File: src/rtl/key_channel_selector_pkg.sv
// Shared types and helpers for the key-driven channel selector.
package key_channel_selector_pkg;

  // Per-key auto-repeat FSM states
  typedef enum logic [1:0] {
    KS_IDLE   = 2'd0,
    KS_PRESS  = 2'd1,
    KS_REPEAT = 2'd2
  } key_state_e;

  // Bits needed to hold 0..v-1, never less than one bit
  function automatic int clog2w(input int v);
    return (v <= 2) ? 1 : $clog2(v);
  endfunction

endpackage

File: src/rtl/key_debounce.sv
// Debouncer for one raw active-low key: two-flop synchronizer, stable-time
// filter, and a one-cycle press pulse on each debounced released->pressed edge.
// Press pulses are withheld until the key has been seen released once since
// reset, so a key held through reset cannot step until it is pressed again.
module key_debounce
  import key_channel_selector_pkg::*;
#(
  parameter int HOLD_TIME = 2_000_000
) (
  input  logic clk,
  input  logic rstn,
  input  logic key_n,
  output logic press,
  output logic level
);

  localparam int              CNT_W    = clog2w(HOLD_TIME);
  localparam logic [CNT_W-1:0] CNT_LAST = CNT_W'(HOLD_TIME - 1);

  logic [1:0]       sync_q, sync_d;
  logic [CNT_W-1:0] cnt_q, cnt_d;
  logic             level_q, level_d;
  logic             press_q, press_d;
  logic             armed_q, armed_d;
  logic             smp;

  // Synchronized sample, active-high "pressed"
  assign smp = sync_q[1];

  // Count consecutive samples disagreeing with the debounced level; flip on the last
  always_comb begin
    sync_d  = {sync_q[0], ~key_n};
    cnt_d   = '0;
    level_d = level_q;
    press_d = 1'b0;
    armed_d = armed_q | ~smp;
    if (smp != level_q) begin
      if (cnt_q == CNT_LAST) begin
        level_d = smp;
        press_d = smp & armed_q;
      end else begin
        cnt_d = cnt_q + CNT_W'(1);
      end
    end
  end

  // State registers; synchronizer resets to "pressed" so nothing arms before a real release is seen
  always_ff @(posedge clk or negedge rstn) begin
    if (!rstn) begin
      sync_q  <= 2'b11;
      cnt_q   <= '0;
      level_q <= 1'b0;
      press_q <= 1'b0;
      armed_q <= 1'b0;
    end else begin
      sync_q  <= sync_d;
      cnt_q   <= cnt_d;
      level_q <= level_d;
      press_q <= press_d;
      armed_q <= armed_d;
    end
  end

  assign press = press_q;
  assign level = level_q;

endmodule

File: src/rtl/key_channel_selector.sv
// Channel selector: two debounced keys step a wrapping channel index up/down,
// with long-hold auto-repeat, a priority load port and a change pulse.
module key_channel_selector
  import key_channel_selector_pkg::*;
#(
  parameter int CH_NUM      = 4,
  parameter int CH_W        = 4,
  parameter int HOLD_TIME   = 2_000_000,
  parameter int LONG_TIME   = 50_000_000,
  parameter int REPEAT_TIME = 10_000_000
) (
  input  logic            clk,
  input  logic            rstn,
  input  logic            key_next,
  input  logic            key_prev,
  input  logic            ch_load,
  input  logic [CH_W-1:0] ch_load_val,
  output logic [CH_W-1:0] read_channel,
  output logic            ch_changed
);

  localparam int               HC_MAX    = (LONG_TIME > REPEAT_TIME) ? LONG_TIME : REPEAT_TIME;
  localparam int               HC_W      = clog2w(HC_MAX);
  localparam logic [HC_W-1:0]  LONG_LAST = HC_W'(LONG_TIME - 1);
  localparam logic [HC_W-1:0]  REP_LAST  = HC_W'(REPEAT_TIME - 1);
  localparam logic [CH_W-1:0]  CH_MAX    = CH_W'(CH_NUM - 1);

  // Index 0 = next key, index 1 = prev key
  logic [1:0]      press, level, step;
  key_state_e      state_q [2];
  key_state_e      state_d [2];
  logic [HC_W-1:0] hcnt_q  [2];
  logic [HC_W-1:0] hcnt_d  [2];
  logic [CH_W-1:0] ch_q, ch_d;
  logic            changed_q, changed_d;

  key_debounce #(.HOLD_TIME(HOLD_TIME)) u_db_next (
    .clk   (clk),
    .rstn  (rstn),
    .key_n (key_next),
    .press (press[0]),
    .level (level[0])
  );

  key_debounce #(.HOLD_TIME(HOLD_TIME)) u_db_prev (
    .clk   (clk),
    .rstn  (rstn),
    .key_n (key_prev),
    .press (press[1]),
    .level (level[1])
  );

  // FSM state and hold-counter registers
  always_ff @(posedge clk or negedge rstn) begin
    if (!rstn) begin
      for (int k = 0; k < 2; k++) begin
        state_q[k] <= KS_IDLE;
        hcnt_q[k]  <= '0;
      end
    end else begin
      for (int k = 0; k < 2; k++) begin
        state_q[k] <= state_d[k];
        hcnt_q[k]  <= hcnt_d[k];
      end
    end
  end

  // Next state: the hold counter reloads on every terminal count, so it never wraps
  always_comb begin
    for (int k = 0; k < 2; k++) begin
      state_d[k] = state_q[k];
      hcnt_d[k]  = hcnt_q[k];
      case (state_q[k])
        KS_IDLE: begin
          if (press[k]) begin
            state_d[k] = KS_PRESS;
            hcnt_d[k]  = '0;
          end
        end
        KS_PRESS: begin
          if (!level[k]) begin
            state_d[k] = KS_IDLE;
            hcnt_d[k]  = '0;
          end else if (hcnt_q[k] == LONG_LAST) begin
            state_d[k] = KS_REPEAT;
            hcnt_d[k]  = '0;
          end else begin
            hcnt_d[k] = hcnt_q[k] + HC_W'(1);
          end
        end
        KS_REPEAT: begin
          if (!level[k]) begin
            state_d[k] = KS_IDLE;
            hcnt_d[k]  = '0;
          end else if (hcnt_q[k] == REP_LAST) begin
            hcnt_d[k] = '0;
          end else begin
            hcnt_d[k] = hcnt_q[k] + HC_W'(1);
          end
        end
        default: begin
          state_d[k] = KS_IDLE;
          hcnt_d[k]  = '0;
        end
      endcase
    end
  end

  // FSM outputs: one step request per press, long-hold entry and repeat tick
  always_comb begin
    step = '0;
    for (int k = 0; k < 2; k++) begin
      case (state_q[k])
        KS_IDLE:   step[k] = press[k];
        KS_PRESS:  step[k] = level[k] && (hcnt_q[k] == LONG_LAST);
        KS_REPEAT: step[k] = level[k] && (hcnt_q[k] == REP_LAST);
        default:   step[k] = 1'b0;
      endcase
    end
  end

  // Channel update: load wins over steps, out-of-range loads are dropped, opposing steps cancel
  always_comb begin
    ch_d = ch_q;
    if (ch_load) begin
      if (ch_load_val <= CH_MAX) ch_d = ch_load_val;
    end else if (step == 2'b01) begin
      ch_d = (ch_q == CH_MAX) ? '0 : ch_q + CH_W'(1);
    end else if (step == 2'b10) begin
      ch_d = (ch_q == '0) ? CH_MAX : ch_q - CH_W'(1);
    end
    changed_d = (ch_d != ch_q);
  end

  // Channel register and change pulse
  always_ff @(posedge clk or negedge rstn) begin
    if (!rstn) begin
      ch_q      <= '0;
      changed_q <= 1'b0;
    end else begin
      ch_q      <= ch_d;
      changed_q <= changed_d;
    end
  end

  assign read_channel = ch_q;
  assign ch_changed   = changed_q;

endmodule

File: config.mk
export PLATFORM = sky130hd
export DESIGN_NAME = key_channel_selector
export DESIGN_NICKNAME = d
export VERILOG_FILES = /design/src/rtl/key_channel_selector_pkg.sv /design/src/rtl/key_debounce.sv /design/src/rtl/key_channel_selector.sv
export SDC_FILE = /design/constraint.sdc
export NUM_CORES = 1
export LEC_CHECK = 0
export ABC_AREA = 0
export CORE_MARGIN = 2
export CORE_UTILIZATION = 55
export DETAILED_ROUTE_END_ITERATION = 6
export PLACE_DENSITY = 0.72
export SYNTH_ARGS = -nofsm -noshare
export SYNTH_HDL_FRONTEND = slang
export SYNTH_SLANG_ARGS = --single-unit
File: constraint.sdc
create_clock -name clk -period 3.1 [get_ports clk]
set_input_delay 0.465 -clock clk [delete_from_list [all_inputs] [get_ports clk]]
set_output_delay 0.465 -clock clk [all_outputs]
set_load 0.05 [all_outputs]
# Word-level counts from Yosys, hierarchy flattened
# Index checks and enable logic that the tools add are counted.
# word_totals
latchBits	0
mem_count	0
in_bits	9
ff_bits	113
output_inout_bits	5
rom_bits	0
wordCells	102
ramBits	0
# classes
eq_ne	22
bitwise	8
n_lt_le_gt_ge	1
mux	38
multipliers	0
div	0
shift	0
n_addsub	6
reduce_logical	11
# op_table
operator	count
$mux 26	10
$pmux 26 s3	2
$mux 21	4
$add 26x1->26 const B	2
$eq 26x24->1 const B	2
$eq 26x26->1 const B	2
$add 21x1->21 const B	2
$eq 21x21->1 const B	2
$mux 4	6
$mux 2	8
$pmux 2 s3	2
$eq 2x1->1 const B	3
$eq 2x2->1 const B	3
$ne 3x3->1 const B	2
$pmux 1 s3	2
$reduce_and 3->1	2
$add 4x1->4 const B	1
$eq 4x2->1 const B	1
$le 4x2->1 const B	1
$logic_and 1x1->1	4
$logic_not 2->1	2
$logic_not 4->1	1
$mux 1	4
$ne 2x1->1 const B	2
other kinds (8)	16

# Longest topological paths before layout
# logic_depth
ltp_word	8
mapped_depth	10

# Modules after synthesis
# A second synthesis with hierarchy kept.
# unflattened
hier_cells	674
hier_area_um2	6251.0
# modules_own_cells
module	seq_area_each_um2	area_each_um2	cells_each	instances
key_channel_selector	1526.5	3786.1	430	1
key_debounce	653.1	1232.4	122	2

# Worst setup path before layout
# No wires, ideal clock.
# synth_timing
path_kind	register -> register
startpoint	reg hcnt_q[18] in the netlist's numbering
endpoint	reg ch_q[1], in the netlist read_channel[1]
required_time_ps	2974
path_stages_with_launch	9
arrival_time_ps	2220
setup_ps	126
slack_ps	755
cell_sequence	dfrtp_1 or4b_4 nor4_4 o211a_4 nor2_1 buf_4 xnor2_2 a21oi_1 a221o_1
# synth_via
elab_chain_len	7
# synth_rtl
element	line_no	text
from (decl)	key_channel_selector.sv:32	logic [HC_W-1:0] hcnt_q [2];
from (signal, indexed assignment)	key_channel_selector.sv:63	hcnt_q[k] <= hcnt_d[k];
$eq 26x24->1 / $eq 26x26->1 (equally long branches)	key_channel_selector.sv:116, key_channel_selector.sv:115	
$logic_and 1x1->1 (on tied branches)	key_channel_selector.sv:116, key_channel_selector.sv:115	
$pmux 1 s3 (*)	key_channel_selector.sv:113	case (state_q[k])
$eq 2x2->1	key_channel_selector.sv:129	end else if (step == 2'b10) begin
$mux 4	key_channel_selector.sv:129	
$mux 4 (*)	key_channel_selector.sv:127	end else if (step == 2'b01) begin
$mux 4 (*)	key_channel_selector.sv:125	if (ch_load) begin
net ch_d[1]	key_channel_selector.sv:34	logic [CH_W-1:0] ch_q, ch_d;
to (signal assigned)	key_channel_selector.sv:141	ch_q <= ch_d;
to (decl)	key_channel_selector.sv:34	
# Mark *: on every way through the listed nets, which the timed path passes. The rest lies on a longest branch.
# A chain may end at the register's enable or synchronous reset.

# Worst setup path after layout
# layout_timing
startpoint	reg state_q[3] in the netlist's numbering
endpoint	reg hcnt_q[41] in the netlist's numbering
# layout_via
elab_chain_len	2
# layout_rtl
element	line_no	text
from (decl)	key_channel_selector.sv:30	key_state_e state_q [2];
from (signal, indexed assignment)	key_channel_selector.sv:62	state_q[k] <= state_d[k];
$eq 2x2->1 (tied with other cells)	key_channel_selector.sv:73	case (state_q[k])
$pmux 26 s3 / $ne 2x1->1 (equally long branches)	--	
# Several ways; a longest one is shown, not always the timed one.

==> results.py <==
metrics = {
    "flow_run": {
        "cap_violations": 0,
    },
    "worst_setup_path": {
        "critical-path-max-stage-delay_ns": 0.66,
        "cp_max_fo": 6,
        "cp-end-kind": "flop",
        "path_buf_inv": 1,
        "worstSetupPathType": "flop to flop",
        "cpMaxStageDelayCell": "nor4_1",
        "cp.required_ns": 3.50,
        "cpMostUsedCell": "nor2b_1",
        "path_cells": "inv_1 -> ha_1 -> nor2b_1 -> nor4_1 -> nor2b_1 -> nand4_1 -> nor2b_1 -> o21ai_0 -> o31ai_1",
        "crit_arrival_ns": 3.05,
        "cp_top_family": "simple AND/OR/NAND/NOR gates",
        "worstSetupStartpointType": "flop",
    },
    "placement": {
        "dp.cells": 797,
        "pre_cts_ws_ns": 0.525,
        "hpwl_um": 8550,
        "place.gp.congestion": 0.876,
        "placed_cell_area_mm2": 0.00639,
        "portBuffers": 13,
    },
    "power": {
        "p_int_mw": 2.71,
        "powerDensity_mw_per_mm2": 508,
        "switchingPower_mw": 0.826,
        "switching_share": 0.233,
        "pwr-share-seq": 0.428,
        "leakagePower_nw": 2.95,
        "fin_total_pwr_mw": 3.54,
        "combPwrFrac": 0.045,
        "ir_drop_uv": 469,
        "clkPwrFrac": 0.527,
    },
    "cts": {
        "numCtsBuffers": 17,
        "clk_pin_slew_worst_paths_ns": 0.06,
        "insertion_delay_ns": 0.53,
        "cts.sinks": 113,
        "cts_resized": 0,
        "cts-hold-fix-buffers": 0,
        "cts_tree": "built",
        "post_cts_buffers": 0,
        "h-tree-depth": 4,
        "clockBufferDepth": 2,
        "clock-root-buffer": "clkbuf_8",
    },
    "synth": {
        "synth_top_area_share": 0.447,
        "avgSynthCellArea_um2": 9.33,
        "ys_ff_latch": 113,
        "synth_edf_count": 0,
        "yosys_warnings": 0,
        "ys_top_cells_by_area": "dfrtp_1 (45%), nor2_1 (5.7%), xor2_1 (5.4%)",
        "synth_most_common_cell": "dfrtp_1",
        "netlist_area_mm2": 0.00611,
        "synth_cell_types": 63,
        "syn_nets": 679,
        "synthFlopType": "dfrtp_1",
        "synthArstFlopShare": 1.00,
        "postSynthCellCount": 655,
        "yosysTopAreaCell": "dfrtp_1",
        "ys_seq_area_frac": 0.464,
        "netlist_top_cells_count": "dfrtp_1 (109), nor2_1 (93), nand2_1 (65)",
    },
    "global_routing": {
        "grt_pass1_vias": 4736,
        "grt_usage": 0.238,
        "grt_start_max_net_pins": 71,
        "antenna_found_initial": 0,
        "overflow": 0,
        "grt_pass1_wl_um": 22200,
    },
    "layout": {
        "areaGrowthSynthToFinish_pct": 14.0,
        "nets": 700,
        "final_area_mm2": 0.00696,
        "final_util": 0.642,
        "drive_gt1_frac": 0.0871,
        "stdcell_count": 829,
        "n_antenna_cell": 0,
    },
    "timing": {
        "setup-violations-final": 0,
        "rsz0062_at_grt": "false",
        "fin_crit_sh": 0.853,
        "fin_skew_ns": 0.00578,
        "slew_headroom": 0.388,
        "maxSlewViolCount": 0,
        "layout_setup_ws_ns": 0.456,
        "fin_tns_setup_ns": 0,
        "fin_hold_ws_ns": 0.0652,
        "tightest_slew_ns": 0.918,
        "hold_viol": 0,
        "fmaxAchievable_mhz": 378,
        "min_period_ns": 2.64,
    },
    "die": {
        "pin_count": 14,
        "coreArea_mm2": 0.0108,
        "die_h_um": 109,
        "core.rowCount": 38,
        "start_util": 0.563,
        "dieWidth_um": 109,
        "fp.dieArea_mm2": 0.0120,
    },
    "routing": {
        "wl_per_cell_um": 15.3,
        "avgViaCountPerCell": 5.80,
        "drc_errors": 0,
        "wl_um": 12700,
        "dr.pass1.iters": 5,
        "drtIter0Drc": 309,
        "ant_nets": 0,
        "vias": 4808,
    },
    "worst_hold_path": {
        "hold_path_class": "input pin to asynchronous set/reset pin",
    },
    "outcome": {
        "run_status": "completed",
    },
}
sequential cells by signal, indices dropped and copies added, names as in the netlist, 2 cells and up:
signal	flops
hcnt_q	52
u_db_prev.sync_q	2
u_db_next.sync_q	2
state_q	4
u_db_prev.cnt_q	21
read_channel	4
u_db_next.cnt_q	21
cell type report:
| class | count | area (um2) |
|---|---|---|
| Multi-Input combinational cell | 503 | 3110 |
| Inverter | 19 | 71.3 |
| Fill cell | 891 | 3880 |
| Sequential cell | 113 | 2830 |
| Tap cell | 140 | 175 |
| Timing Repair Buffer | 22 | 208 |
| Clock inverter | 12 | 134 |
| Clock buffer | 20 | 435 |
worst reg2reg max path: cells and delay by family, from the launching register on:
family                   cells  cell delay, ns
AND/OR/NAND/NOR              5            1.58
flip-flops                   1            0.37
adder cells (fa/ha/maj)      1            0.24
AO/OA/AOI/OAI                2            0.24
buffers and inverters        1            0.11
worst paths after layout:
path / from / end / slack, ns / depth (start not counted)
min reg2reg: u_db_next.sync_q[0] / u_db_next.sync_q[1] / 0.36 / 0
max in group asynchronous: rstn / u_db_prev.sync_q[0] / 2.28 / 2
max: state_q[3] / hcnt_q[41] / 0.46 / 9
max reg2reg: state_q[3] / hcnt_q[41] / 0.46 / 9
min: rstn / hcnt_q[36] / 0.07 / 1
min in group clk: u_db_next.sync_q[0] / u_db_next.sync_q[1] / 0.36 / 0
per-layer routing:
| metal | track usage | part of all wire |
|---|---|---|
| met2 | 0.384 | 0.48 |
| met4 | 0.0778 | 0.014 |
| met3 | 0.0611 | 0.043 |
| met1 | 0.314 | 0.47 |
| met5 | 0 | 0 |
cell usage in the layout, fill, tap and decap left out, types with 3 or more instances in the layout:
cell type,n
a21oi_1,14
nand2b_1,10
nand3_1,41
and2_1,8
clkinvlp_4,5
nor2b_1,8
nor4_1,6
clkdlybuf4s50_1,12
o21ai_0,36
xor2_1,38
clkbuf_16,16
and4_1,7
inv_1,18
nand3b_1,3
nor3_1,14
nand2_1,65
a2111o_1,3
a31oi_1,5
ha_1,15
o2bb2ai_1,3
buf_4,9
xnor2_1,31
nor2_1,93
o31ai_1,9
dfstp_2,4
dfrtp_1,109
or3_1,5
nand4_1,22
o2111ai_1,3
nor4b_1,4
and3_1,17
power by group through the flow:
stage	sequential [mW]	combinational, mW	clock, mW
CTS	1.51	0.162	1.90
detailed placement	1.54	0.162	0
global route	1.51	0.179	1.97
finish	1.51	0.161	1.86
global placement	1.54	0.159	0
floorplan	1.55	0.0709	0
cell families (layout without fill, tap and decap cells):
group                      after synthesis  in the layout  share of synthesized area
DFF                                    113            113                      0.464
AOI/OAI and AO/OA                       91             91                     0.0963
adders and majority gates               15             15                     0.0307
muxes                                    3              3                    0.00533
and+or+nand+nor                        324            324                      0.275
buffers and inverters                   39             73                     0.0274
xor gates and xnor gates                70             70                      0.102
No activity file was read; power rests on OpenSTA's default activity.
